[config.mk]
export PLATFORM = sky130hd
export DESIGN_NAME = quant_bank_ctrl
export DESIGN_NICKNAME = d
export VERILOG_FILES = /design/src/rtl/quant_bank_ctrl.sv
export SDC_FILE = /design/constraint.sdc
export NUM_CORES = 1
export LEC_CHECK = 0
export CAP_MARGIN = 20
export CELL_PAD_IN_SITES_DETAIL_PLACEMENT = 0
export CELL_PAD_IN_SITES_GLOBAL_PLACEMENT = 2
export CORE_ASPECT_RATIO = 0.5
export CORE_MARGIN = 10
export CORE_UTILIZATION = 26
export CTS_BUF_LIST = sky130_fd_sc_hd__clkbuf_16
export CTS_CLUSTER_SIZE = 8
export DETAILED_ROUTE_END_ITERATION = 12
export PLACE_DENSITY = 0.83
export SLEW_MARGIN = 20
export SYNTH_ARGS = -nofsm -noshare
export SYNTH_HDL_FRONTEND = slang
export SYNTH_SLANG_ARGS = --single-unit
[constraint.sdc]
create_clock -name clk -period 1.62 [get_ports clk]
set_input_delay 0.324 -clock clk [delete_from_list [all_inputs] [get_ports clk]]
set_output_delay 0.324 -clock clk [all_outputs]
set_load 0.03 [all_outputs]
[src/rtl/quant_bank_ctrl.sv]
// Double-buffered quantizer table loader with frame-synchronous bank and geometry swap.
// Optional QUANT_BANK_CHECKSUM_EN adds a running 16-bit sum of loaded coefficients.
module quant_bank_ctrl #(
  parameter int M_BITS        = 13,
  parameter int SENSOR_X_SIZE = 1280,
  parameter int SENSOR_Y_SIZE = 720,
  localparam int XW = $clog2(SENSOR_X_SIZE),
  localparam int YW = $clog2(SENSOR_Y_SIZE)
) (
  input  logic              clk,
  input  logic              resetn,
  input  logic              load_start,
  input  logic [2*M_BITS-1:0] tbl_data,
  input  logic              tbl_valid,
  output logic              tbl_ready,
  input  logic [XW-1:0]     new_x_size_m1,
  input  logic [YW-1:0]     new_y_size_m1,
  input  logic              frame_end,
  output logic              wr_en,
  output logic [6:0]        wr_addr,
  output logic [2*M_BITS-1:0] wr_data,
  output logic              active_bank,
  output logic [XW-1:0]     x_size_m1,
  output logic [YW-1:0]     y_size_m1,
  output logic              busy,
  output logic              swap_done,
`ifdef QUANT_BANK_CHECKSUM_EN
  output logic [15:0]       tbl_sum,
`endif
  output logic              load_err
);

  localparam logic [1:0] IDLE  = 2'd0;
  localparam logic [1:0] LOAD  = 2'd1;
  localparam logic [1:0] ARMED = 2'd2;

  logic [1:0]          state_q, state_d;
  logic [5:0]          idx_q, idx_d;
  logic                bank_q, bank_d;
  logic [XW-1:0]       shx_q, shx_d, x_q, x_d;
  logic [YW-1:0]       shy_q, shy_d, y_q, y_d;
  logic                wr_en_q, wr_en_d;
  logic [6:0]          wr_addr_q, wr_addr_d;
  logic [2*M_BITS-1:0] wr_data_q, wr_data_d;
  logic                swap_q, swap_d;
  logic                err_q, err_d;
  logic [15:0]         sum_q, sum_d;

  always_comb begin
    state_d   = state_q;
    idx_d     = idx_q;
    bank_d    = bank_q;
    shx_d     = shx_q;
    shy_d     = shy_q;
    x_d       = x_q;
    y_d       = y_q;
    wr_en_d   = 1'b0;
    wr_addr_d = wr_addr_q;
    wr_data_d = wr_data_q;
    swap_d    = 1'b0;
    err_d     = err_q;
    sum_d     = sum_q;
    case (state_q)
      IDLE: begin
        if (load_start) begin
          state_d = LOAD;
          idx_d   = 6'd0;
          shx_d   = new_x_size_m1;
          shy_d   = new_y_size_m1;
          sum_d   = 16'd0;
        end
      end
      LOAD: begin
        if (load_start) err_d = 1'b1;
        if (tbl_valid) begin
          // Writes always target the bank the quantizer is not reading.
          wr_en_d   = 1'b1;
          wr_addr_d = {~bank_q, idx_q};
          wr_data_d = tbl_data;
          idx_d     = idx_q + 6'd1;
          sum_d     = sum_q + 16'(tbl_data[M_BITS-1:0]) + 16'(tbl_data[2*M_BITS-1:M_BITS]);
          if (idx_q == 6'd63) state_d = ARMED;
        end
      end
      ARMED: begin
        if (load_start) err_d = 1'b1;
        if (frame_end) begin
          state_d = IDLE;
          bank_d  = ~bank_q;
          x_d     = shx_q;
          y_d     = shy_q;
          swap_d  = 1'b1;
        end
      end
      default: state_d = IDLE;
    endcase
  end

  always_ff @(posedge clk) begin
    if (!resetn) begin
      state_q   <= IDLE;
      idx_q     <= 6'd0;
      bank_q    <= 1'b0;
      shx_q     <= XW'(SENSOR_X_SIZE - 1);
      shy_q     <= YW'(SENSOR_Y_SIZE - 1);
      x_q       <= XW'(SENSOR_X_SIZE - 1);
      y_q       <= YW'(SENSOR_Y_SIZE - 1);
      wr_en_q   <= 1'b0;
      wr_addr_q <= 7'd0;
      wr_data_q <= '0;
      swap_q    <= 1'b0;
      err_q     <= 1'b0;
      sum_q     <= 16'd0;
    end else begin
      state_q   <= state_d;
      idx_q     <= idx_d;
      bank_q    <= bank_d;
      shx_q     <= shx_d;
      shy_q     <= shy_d;
      x_q       <= x_d;
      y_q       <= y_d;
      wr_en_q   <= wr_en_d;
      wr_addr_q <= wr_addr_d;
      wr_data_q <= wr_data_d;
      swap_q    <= swap_d;
      err_q     <= err_d;
      sum_q     <= sum_d;
    end
  end

  assign tbl_ready   = (state_q == LOAD);
  assign busy        = (state_q != IDLE);
  assign wr_en       = wr_en_q;
  assign wr_addr     = wr_addr_q;
  assign wr_data     = wr_data_q;
  assign active_bank = bank_q;
  assign x_size_m1   = x_q;
  assign y_size_m1   = y_q;
  assign swap_done   = swap_q;
  assign load_err    = err_q;
`ifdef QUANT_BANK_CHECKSUM_EN
  assign tbl_sum     = sum_q;
`else
  logic unusedSum;
  assign unusedSum   = ^sum_q;
`endif

endmodule

==> impl_metrics.toml, run 1 <==
[setup_path]
r2r_slack_ps = 180
critPathLaunchType = "flip-flop"
crit_fanout = 10
rr_endpoint = "idx_q[2]"
r2r-start = "state_q[0]"
path_class = "reg -> out"
end_kind = "output port"
critPathRequiredTime_ps = 1300
worstPathArrival_ps = 1240
endpoint = "tbl_ready"
r2r_cells = 6
crit_start = "state_q[1]"

[floorplanning]
initial_core_util = 0.265
core_um2 = 12600
die_height_um = 100
dieArea_um2 = 18100
pin_count = 112
die_w_um = 180
row_count = 29

[cells_and_area]
layout.nets = 566
syn_to_final_growth_pct = 49.2
finalNonFillerCells = 683
finish.utilization = 0.395
fillers = 1325
diodes = 0
stdcell_area_um2 = 4990
drive_above_1_share = 0.0799

[yosys]
synth_area_um2 = 3340
synthFlopType = "dfxtp_1"
yosysSeqAreaShare = 0.521
async_reset_ff_frac = 0
synth_area_per_cell_um2 = 8.44
synth_cell_type_count = 32
synth_cells = 396
synthTopCellsByCount = "nand2_1 (153), dfxtp_1 (87), nand3_1 (36), a21boi_1 (31), a21boi_0 (13)"
synth_most_common_cell = "nand2_1"
synthTopCellsByArea = "dfxtp_1 (52%), nand2_1 (17%), a21boi_1 (7.0%), nand3_1 (5.4%), a21boi_0 (2.9%)"
synth_edf_count = 0
synth-seq-cells = 87
synth_top_cell_by_area = "dfxtp_1"
synth_top_area_share = 0.521
synth_warnings = 0
syn_nets = 453

[hold_path]
hold_class = "reg -> reg"
whs_path_depth = 2

[timing]
fmax_mhz = 638
slew_headroom = 0.711
rsz0062_at_grt = "yes"
worstMarginPinSlew_ps = 433
finalSetupViolCount = 0
setup-tns-final_ps = 0
slew_viol_final = 0
post-route-period-util = 0.968
skew_ps = 3.78
hold_violations = 0
period_needed_ps = 1570

[pwr]
total_power_mw = 6.37
ir_drop_uv = 430
p_leak_nw = 2.18
powerDensity_nw_per_um2 = 1280

[place]
gp_congestion = 0.718
dp_hpwl_mm = 6.72
portBuffers = 111
dp_cells = 668
placed_area_um2 = 4710

[clock_network]
path_clk_slew_ps = 60
cts_num_sinks = 87
numCtsBuffers = 9
clock_path_buffers = 2
htreeDepth = 3
cts_hold_repair.buffers = 0
cts_setup_buffers = 0
cts_resized = 59
root_buffer = "clkbuf_16"
cts_tree = "done"
clock_latency_ps = 330

[grt]
grt_max_degree = 33
grt_antenna_before_repair = 0
grt_pass1_wl_mm = 15.1
grt_use_total = 0.103
grt_remaining_overflow = 0
grt_pass1_vias = 2914

[routing]
drc_errors = 0
wl_per_cell_um = 13.7
vias_per_cell = 4.23
dr.pass1.iters = 4
drt_wl_total_mm = 9.33
drtIter0Drc = 143
vias = 2886
postRouteAntennaNets = 0

[outcome]
status = "complete, no violations"

[run]
max-cap-violations = 0
[layer usage]
layer	track usage	part of all wire
met3	0.0305	0.044
met5	0	0
met2	0.182	0.49
met4	0.0376	0.011
met1	0.118	0.45
[report_power, final]
part / total (mW) / internal, mW / switching, mW
Sequential: 2.47 / 2.36 / 0.108
Combinational: 1.60 / 0.689 / 0.910
Clock: 2.31 / 1.48 / 0.826
Total: 6.37 / 4.53 / 1.84
[placed cells by master, fill, tap and decap left out, drive strengths merged]
| master | synthesis | routed |
|---|---|---|
| and2b | 1 | 1 |
| bufinv | 0 | 3 |
| clkbuf | 8 | 9 |
| nor2b | 1 | 1 |
| xnor2 | 1 | 1 |
| o21ai | 4 | 4 |
| a21oi | 2 | 2 |
| nand2b | 5 | 5 |
| dfxtp | 87 | 87 |
| inv | 4 | 5 |
| o211a | 2 | 2 |
| and3 | 4 | 4 |
| clkdlybuf4s50 | 0 | 50 |
| o21a | 1 | 1 |
| mux2 | 1 | 1 |
| nor2 | 5 | 5 |
| nand4 | 3 | 3 |
| buf | 17 | 19 |
| mux2i | 1 | 1 |
| nand3 | 36 | 36 |
| a21boi | 44 | 44 |
| dlygate4sd2 | 0 | 58 |
| and2 | 6 | 6 |
| xor2 | 4 | 4 |
| ha | 5 | 5 |
| nand2 | 154 | 154 |
| clkinv | 0 | 2 |
[final cells by class]
class | count | area [um^2] | share of cell area
timing repair buffer | 127 | 1220 | 0.245
clock inverter | 6 | 101 | 0.0203
inverter | 4 | 15.0 | 0.00301
sequential | 87 | 1740 | 0.349
tap | 170 | 213 | 0.0426
clock buffer | 9 | 225 | 0.0451
multi-input combinational | 280 | 1470 | 0.294
[worst max-delay path, cell delays in order, from the launching register on]
cell and delay [ps]:
dfxtp_1 340, inv_2 80, ha_4 200, buf_4 140
buf_4 160
[worst min path at each step]
| stage | startpoint | to | slack (ps) |
|---|---|---|---|
| 6_report | wr_addr[0] | wr_addr[0] | 450 |
| 5_1_grt | resetn | idx_q[0] | 470 |
| 4_1_cts | resetn | idx_q[0] | 450 |
| 3_5_place_dp | wr_data[2] | wr_data[2] | 440 |
| 3_3_place_gp | wr_data[5] | wr_data[5] | 440 |
| 2_1_floorplan | shx_q[0] | shx_q[0] | 440 |
[flip-flops by register name (all words and copies together) (netlist names), 2 cells and up]
register and flops:
shx_q 11, shy_q 10, wr_data 26, idx_q 6, x_size_m1 11, state_q 2
wr_addr 7, y_size_m1 10
[cell families (layout without fill, tap and decap cells)]
family | Yosys count | after routing | synth area share
compound gates | 53 | 53 | 0.116
xor+xnor | 5 | 5 | 0.0131
fa+ha+maj | 5 | 5 | 0.0187
buf+inv | 29 | 146 | 0.0475
flops | 87 | 87 | 0.521
mux | 2 | 2 | 0.00748
simple gates | 215 | 215 | 0.276
[through the flow]
step | worst slack, ps | hold slack [ps]
floorplan | 57.6 | 439
global placement | -107 | 440
detailed placement | -99.1 | 444
CTS | -88.0 | 445
global route | -9.60 | 467
finish | 52.6 | 448
Note: power is estimated with default switching activity, not from simulation.
==> run 2: changes to the inputs <==
- ABC_CLOCK_PERIOD_IN_PS: unset -> 1620
==> results of run 2 <==
Same layout as run 1: the final DEF is identical, and so are final timing and power.
==> run 3: changes to the inputs <==
- MAX_ROUTING_LAYER: unset -> met4
==> impl_metrics.toml, run 3 (synthesis results as in run 1) <==
[place]
gp_congestion = 0.726
placed_area_um2 = 4710
place_ws_ps = -99.1
portBuffers = 111
dp_hpwl_mm = 6.72

[cells_and_area]
largest_register_ffs = 26
final_common_cell = "nand2_1"
stdcell_area_um2 = 4990
final_cell_mix = "nand2_1 (153), dfxtp_1 (86), dlygate4sd2_1 (58)"
syn_to_final_growth_pct = 49.2
diodes = 0
layout.nets = 566
drive_above_1_share = 0.0799

[grt]
grt_remaining_overflow = 0
grt.met2_usage = 0.182
grt_pass1_vias = 2910
grt_pass1_wl_mm = 15.1
grt_antenna_before_repair = 0
grt_use_total = 0.106
grt_max_degree = 33
grt.busiest_layer = "met2"
grt_use_met1 = 0.120
gr-usage-met3 = 0.0259

[setup_path]
path_class = "reg -> out"
end_kind = "output port"
crit_fanout = 10
critPathRequiredTime_ps = 1300
critPathLaunchType = "flip-flop"
worstPathArrival_ps = 1240

[clock_network]
clock_path_buffers = 2
clock_latency_ps = 330
cts_num_sinks = 87
root_buffer = "clkbuf_16"
cts_tree = "done"
cts_setup_buffers = 0
numCtsBuffers = 9
cts_hold_repair.buffers = 0
path_clk_slew_ps = 60
htreeDepth = 3

[floorplanning]
initial_core_util = 0.265
dieArea_um2 = 18100
core_um2 = 12600
die_height_um = 100
pin_count = 112
die_w_um = 180
row_count = 29

[timing]
finalSetupViolCount = 0
slew_viol_final = 0
worst_slack_ps = 52.4
hold_violations = 0
fmax_mhz = 638
skew_ps = 4.14
period_needed_ps = 1570
post-route-period-util = 0.968
slew_headroom = 0.711
worstMarginPinSlew_ps = 433
rsz0062_at_grt = "yes"
hold_ws_ps = 447

[routing]
drc_errors = 0
drt_wl_total_mm = 9.32
wl_per_cell_um = 13.6
vias_per_cell = 4.22
vias = 2883
postRouteAntennaNets = 0
drtIter0Drc = 133
dr.pass1.iters = 4

[pwr]
ir_drop_uv = 424
powerDensity_nw_per_um2 = 1280
p_leak_nw = 2.18

[hold_path]
hold_class = "reg -> reg"

[outcome]
status = "complete, no violations"

[run]
max-cap-violations = 0
[run 3: cell counts in the layout (fill, tap and decap cells not counted)]
Identical to the previous run, type by type.
[run 3: repair_timing]
action / 4_1_cts / 5_1_grt
resized for setup: 59 / 6
hold endpoints to repair: 0 / 0
setup endpoints to repair: 61 / 6
[run 3: area by class of cell]
type                            count  area, um^2
Tap cell                          170         213
Inverter                            4        15.0
Multi-Input combinational cell    280        1470
Clock buffer                        9         225
Sequential cell                    87        1740
Timing Repair Buffer              127        1220
Fill cell                        1325        7640
Clock inverter                      6         101
[run 3: worst max-delay path, cell delays in order (launching register included)]
cell	delay, ps
dfxtp_1	340
inv_2	80
ha_4	200
buf_4	140
buf_4	160
[run 3: final timing paths]
path / start / to / slack, ps / depth (start not counted)
hold reg to reg: wr_addr[0] / wr_addr[0] / 450 / 2
setup / recovery: state_q[1] / tbl_ready / 50 / 4
setup reg to reg: state_q[0] / idx_q[2] / 180 / 6
hold / removal: wr_addr[0] / wr_addr[0] / 450 / 2
[run 3: per-layer routing]
metal | up-vias | share of wire
met5 | - | 0
met4 | 0 | 0.010
li1 | 1502 | -
met2 | 56 | 0.49
met1 | 1318 | 0.46
met3 | 7 | 0.034
[run 3: power by group]
part	leakage, nW	switching (mW)	internal [mW]	total, mW
combinational	1.31	0.910	0.689	1.60
sequential	0.709	0.108	2.36	2.47
clock	0.162	0.818	1.48	2.30
total	2.18	1.84	4.53	6.37
[run 3: per-stage QoR]
step,util,power [mW],cells,TNS (ps)
final,0.395,6.37,683,0
after global routing,0.395,6.75,683,-9.59
after CTS,0.393,6.46,683,-141
after detailed placement,0.373,4.17,668,-1500
after global placement,0.373,4.16,668,-998
after floorplan,-,3.50,396,0
